**config.mk**
```make
export PLATFORM = sky130hd
export DESIGN_NAME = vin_adapter
export DESIGN_NICKNAME = d
export VERILOG_FILES = /design/src/rtl/vin_adapter.sv
export SDC_FILE = /design/constraint.sdc
export NUM_CORES = 1
export LEC_CHECK = 0
export ABC_AREA = 1
export BUFFER_PORTS_ARGS = -buffer_cell sky130_fd_sc_hd__buf_2
export CAP_MARGIN = 20
export CORE_ASPECT_RATIO = 1.25
export CORE_MARGIN = 2
export CORE_UTILIZATION = 30
export CTS_CLUSTER_SIZE = 40
export DETAILED_ROUTE_END_ITERATION = 12
export PLACE_DENSITY_LB_ADDON = 0.12
export SETUP_SLACK_MARGIN = 0.02
export SLEW_MARGIN = 20
export SYNTH_ARGS = -nofsm -noshare
export SYNTH_HDL_FRONTEND = slang
export SYNTH_SLANG_ARGS = --single-unit
```
**constraint.sdc**
```tcl
create_clock -name clk -period 3.9 [get_ports clk]
set_clock_uncertainty 0.05 [all_clocks]
set_input_delay 1.17 -clock clk [delete_from_list [all_inputs] [get_ports clk]]
set_output_delay 1.17 -clock clk [all_outputs]
set_load 0.005 [all_outputs]
```
**src/rtl/vin_adapter.sv**
```systemverilog
// DPI luma to 16-bit pixel-pair adapter with output FIFO for the EPD controller.
// Define VIN_TIMING_CHECK_EN to build the line/frame length checker that drives timing_err.
module vin_adapter #(
    parameter int unsigned PIX_PER_LINE = 800,
    parameter int unsigned LINES        = 1200,
    parameter int unsigned FIFO_DEPTH   = 16
) (
    input  logic        clk,
    input  logic        rst,
    input  logic        dpi_vsync,
    input  logic        dpi_de,
    input  logic [7:0]  dpi_y,
    output logic        vin_vsync,
    output logic [15:0] vin_pixel,
    output logic        vin_valid,
    input  logic        vin_ready,
    output logic        overflow,
    output logic        timing_err
);

    localparam int unsigned AW = $clog2(FIFO_DEPTH);
    localparam int unsigned PW = AW + 1;

    localparam logic [1:0] ST_VBLANK = 2'd0;
    localparam logic [1:0] ST_EVEN   = 2'd1;
    localparam logic [1:0] ST_ODD    = 2'd2;

    if (FIFO_DEPTH < 4 || (FIFO_DEPTH & (FIFO_DEPTH - 1)) != 0 ||
        (PIX_PER_LINE % 2) != 0 || LINES == 0) begin : g_param_check
        $error("vin_adapter: illegal parameter set");
    end

    logic [1:0]    state;
    logic [1:0]    state_nxt;
    logic [7:0]    low_q;
    logic [7:0]    low_nxt;
    logic          push;
    logic [15:0]   push_data;
    logic          vs_rise;

    logic [15:0]   mem [FIFO_DEPTH];
    logic [PW-1:0] wr_ptr;
    logic [PW-1:0] rd_ptr;
    logic [PW-1:0] wr_nxt;
    logic [PW-1:0] rd_nxt;
    logic          full;
    logic          pop;
    logic          push_ok;
    logic          drop;
    logic          valid_nxt;
    logic [15:0]   pixel_nxt;

    assign vs_rise = dpi_vsync & ~vin_vsync;

    // Pack FSM: pair consecutive luma samples, pad an odd trailing sample with zero.
    always_comb begin
        state_nxt = state;
        low_nxt   = low_q;
        push      = 1'b0;
        push_data = 16'h0000;
        if (vs_rise) begin
            state_nxt = ST_VBLANK;
        end else begin
            case (state)
                ST_VBLANK: begin
                    if (!dpi_vsync) state_nxt = ST_EVEN;
                end
                ST_EVEN: begin
                    if (dpi_de) begin
                        low_nxt   = dpi_y;
                        state_nxt = ST_ODD;
                    end
                end
                ST_ODD: begin
                    push      = 1'b1;
                    state_nxt = ST_EVEN;
                    push_data = dpi_de ? {dpi_y, low_q} : {8'h00, low_q};
                end
                default: state_nxt = ST_VBLANK;
            endcase
        end
    end

    // FIFO bookkeeping; vin_valid mirrors non-empty so pop needs no extra qualifier.
    always_comb begin
        full      = (wr_ptr[AW] != rd_ptr[AW]) && (wr_ptr[AW-1:0] == rd_ptr[AW-1:0]);
        pop       = vin_valid & vin_ready;
        push_ok   = push & (~full | pop);
        drop      = push & full & ~pop;
        wr_nxt    = vs_rise ? PW'(0) : wr_ptr + PW'(push_ok);
        rd_nxt    = vs_rise ? PW'(0) : rd_ptr + PW'(pop);
        valid_nxt = (wr_nxt != rd_nxt);
        // The new head is the word being written only when the FIFO drains to empty this cycle.
        if (push_ok && (rd_nxt[AW-1:0] == wr_ptr[AW-1:0]))
            pixel_nxt = push_data;
        else
            pixel_nxt = mem[rd_nxt[AW-1:0]];
    end

    always_ff @(posedge clk) begin
        if (push_ok) mem[wr_ptr[AW-1:0]] <= push_data;
    end

    always_ff @(posedge clk) begin
        if (!rst) begin
            state     <= ST_VBLANK;
            low_q     <= 8'h00;
            wr_ptr    <= PW'(0);
            rd_ptr    <= PW'(0);
            vin_valid <= 1'b0;
            vin_pixel <= 16'h0000;
            vin_vsync <= 1'b0;
            overflow  <= 1'b0;
        end else begin
            state     <= state_nxt;
            low_q     <= low_nxt;
            wr_ptr    <= wr_nxt;
            rd_ptr    <= rd_nxt;
            vin_valid <= valid_nxt;
            vin_vsync <= dpi_vsync;
            if (valid_nxt) vin_pixel <= pixel_nxt;
            if (drop) overflow <= 1'b1;
        end
    end

`ifdef VIN_TIMING_CHECK_EN
    localparam int unsigned WCW = $clog2(PIX_PER_LINE / 2 + 1) + 1;
    localparam int unsigned LCW = $clog2(LINES + 1) + 1;

    logic           de_q;
    logic           de_fall;
    logic           frame_seen;
    logic [WCW-1:0] word_cnt;
    logic [WCW-1:0] words_now;
    logic [LCW-1:0] line_cnt;

    assign de_fall = de_q & ~dpi_de;

    // Counters saturate so an overlong line or frame can never wrap back to a legal count.
    always_comb begin
        words_now = word_cnt;
        if (push && (word_cnt != {WCW{1'b1}})) words_now = word_cnt + WCW'(1);
    end

    always_ff @(posedge clk) begin
        if (!rst) begin
            de_q       <= 1'b0;
            frame_seen <= 1'b0;
            word_cnt   <= WCW'(0);
            line_cnt   <= LCW'(0);
            timing_err <= 1'b0;
        end else begin
            de_q <= dpi_de;
            if (vs_rise) begin
                if (frame_seen && (line_cnt != LCW'(LINES))) timing_err <= 1'b1;
                frame_seen <= 1'b1;
                word_cnt   <= WCW'(0);
                line_cnt   <= LCW'(0);
            end else if (de_fall) begin
                if (words_now != WCW'(PIX_PER_LINE / 2)) timing_err <= 1'b1;
                word_cnt <= WCW'(0);
                if (line_cnt != {LCW{1'b1}}) line_cnt <= line_cnt + LCW'(1);
            end else begin
                word_cnt <= words_now;
            end
        end
    end
`else
    assign timing_err = 1'b0;
`endif

endmodule

```
==> flow_summary.toml <==
[run_status]
status = "complete, no violations"

[clock_network]
cts_inserted_buffers = 31
tritoncts = "built"
h-tree-depth = 1
max-clock-path-buffers = 3
insertion_delay_ps = 580
cts.clk_slew.worst_paths_ps = 60
cts_root_buf = "clkbuf_16"
hold_buffers = 0
post-cts-setup-buffers = 0
cts_num_sinks = 295
cts_repair_resize_count = 0

[placement]
place.gp.congestion = 0.8095
dpl.cell_count = 1926
place_ws_ps = 268.2
io_buffers = 31
dp_hpwl_mm = 23.77

[job]
maxCapViolCount = 0

[timing]
slew_viol_final = 0
slew_headroom = 0.5862
setup_viol = 0
holdWs_ps = 408.1
fin_crit_ps = 3258
worstMarginPinSlew_ps = 620.0
tns_ps = 0
max_freq_ghz = 0.3070
hold_violations = 0
fin_crit_sh = 0.8353
rsz0062_at_grt = "no"
final.setup.worst_slack_ps = 642.3

[finish]
fin_nets = 1411
stdcell_count = 1982
nFillCells = 4442
area.growth.synth_to_final_pct = 14.34
drive_gt1_frac = 0.1171
finish.utilization = 0.3489
multi_input_area_um2 = 3874
seq_area_um2 = 8468
diodes = 0

[logic_synthesis]
synth-warning-count = 0
ys_ff_latch = 295
ys_seq_area_frac = 0.6412
synth_cell_type_count = 29
synth_area_um2 = 13210
synth.most_common_cell = "nand2_1"
synth_common_cells = "nand2_1, edfxtp_1, nand3_1"
yosysTopAreaCell = "edfxtp_1"
synth.avg_cell_area_um2 = 9.739
synth_cells = 1356
synthFlopType = "edfxtp_1"
synth_top_area_frac = 0.5821
synthArstFlopShare = 0
synth-edff-count = 256
yosys-top-cells-area = "edfxtp_1, nand2_1, nand3_1"
syn_nets = 1373

[setup_path]
worst-r2r-cell-count = 20
critPathKind = "reg -> reg"
worst_setup_path_end_kind = "flop"
critPathLaunchType = "flop"
worstPathRequired_ps = 4370
cp.arrival_ps = 3730
path_max_fanout = 17

[drt]
firstDrtPassIters = 7
wl_mm = 40.23
drc = 0
wl_per_cell_um = 20.30
via_per_inst = 4.715
vias = 9345
antenna_left = 0
drt_iter0_drc = 560

[power]
irDropWorstVdd_mv = 0.2780
p_per_area_nw_per_um2 = 413.7
p_leak_nw = 6.753

[die]
coreArea_um2 = 43290
start_util = 0.3051
io_pins = 33
rows = 85
die_w_um = 191.7
die_h_um = 238.6
dieArea_um2 = 45730

[global_routing]
grt_pass1_wl_mm = 60.77
grt-ovfl-total = 0
grt_max_degree = 80
antenna_found_initial = 0
grt_pass1_vias = 9263
gr-usage-all-layers = 0.1798

[min_path]
hold_path_class = "reg -> reg"
hold_depth = 2
==> cells in the final DEF, fill, tap and decap left out, drive strengths merged, types with 9 or more instances in the layout <==
| cell type | count |
|---|---|
| buf | 74 |
| clkbuf | 44 |
| clkinv | 11 |
| dfxtp | 39 |
| edfxtp | 256 |
| inv | 148 |
| nand2 | 360 |
| nand3 | 237 |
| nand3b | 31 |
| nor2 | 193 |
| o21ai | 9 |
==> final cells by class <==
| type | count | area share |
|---|---|---|
| multi-input combinational | 844 | 0.2565 |
| clock inverter | 12 | 0.005386 |
| timing repair buffer | 74 | 0.03911 |
| sequential | 295 | 0.5608 |
| clock buffer | 44 | 0.05460 |
| inverter | 148 | 0.03679 |
| tap | 565 | 0.04681 |
==> cells by family (layout without fill, tap and decap cells) <==
kind of cell / after synthesis / count (layout) / share of synthesized area
AND/OR/NAND/NOR: 829 / 829 / 0.2801
buffers and inverters: 217 / 278 / 0.07058
AO/OA/AOI/OAI: 10 / 10 / 0.004074
adder cells (fa/ha/maj): 4 / 4 / 0.003790
other: 1 / 1 / 0.0002840
flip-flops: 295 / 295 / 0.6412
==> worst paths after layout <==
| check | startpoint | to | slack (ps) |
|---|---|---|---|
| setup / recovery | wr_ptr[2] | vin_pixel[5] | 640 |
| hold / removal | vin_pixel[9] | vin_pixel[9] | 410 |
| setup reg to reg | wr_ptr[2] | vin_pixel[5] | 640 |
| hold reg to reg | vin_pixel[9] | vin_pixel[9] | 410 |
==> state kept, by name, indices dropped and copies added (netlist names) <==
name       cells
low_q          8
mem          256
overflow       1
rd_ptr         5
state          2
vin_pixel     16
vin_valid      1
vin_vsync      1
wr_ptr         5
==> worst max-delay path, cell delays in order (launching register included) <==
cell and delay, ps:
dfxtp_1 630, inv_1 240, nand2_1 110, nand2_1 80, nor2_1 100, nand3_1 130, nand2_2 120, inv_2 40
ha_1 200, ha_1 240, nand3_1 130, nor2_1 70, nor2_1 90, nand2_1 70, nand2_1 60, nand2_1 70
nand3_2 100, nand2_1 70, inv_2 290, nand3_1 200, nand2_1 90
==> through the flow <==
stage	instance area [um2]	total power, mW
4_1_cts	15100	6.329
6_report	15100	6.247
3_5_place_dp	14190	3.576
3_3_place_gp	14190	3.576
5_1_grt	15100	6.456
2_1_floorplan	13210	3.530
==> report_power, final <==
group / internal (mW) / leakage (nW) / switching (mW)
clock network: 1.52 / 0.441 / 1.22
registers: 3.39 / 2.96 / 0.00755
logic: 0.0295 / 3.35 / 0.0792
total: 4.94 / 6.75 / 1.30
==> layer usage <==
metal | share of wire | vias up | GRT usage | wire length (um)
met2 | 0.49 | 205 | 0.3080 | 19770
met5 | 0 | - | 0 | 0
li1 | - | 4516 | - | -
met3 | 0.036 | 56 | 0.02129 | 1456
met1 | 0.45 | 4568 | 0.2357 | 17900
met4 | 0.027 | 0 | 0.05874 | 1099
Note: power is estimated with default switching activity, not from simulation.
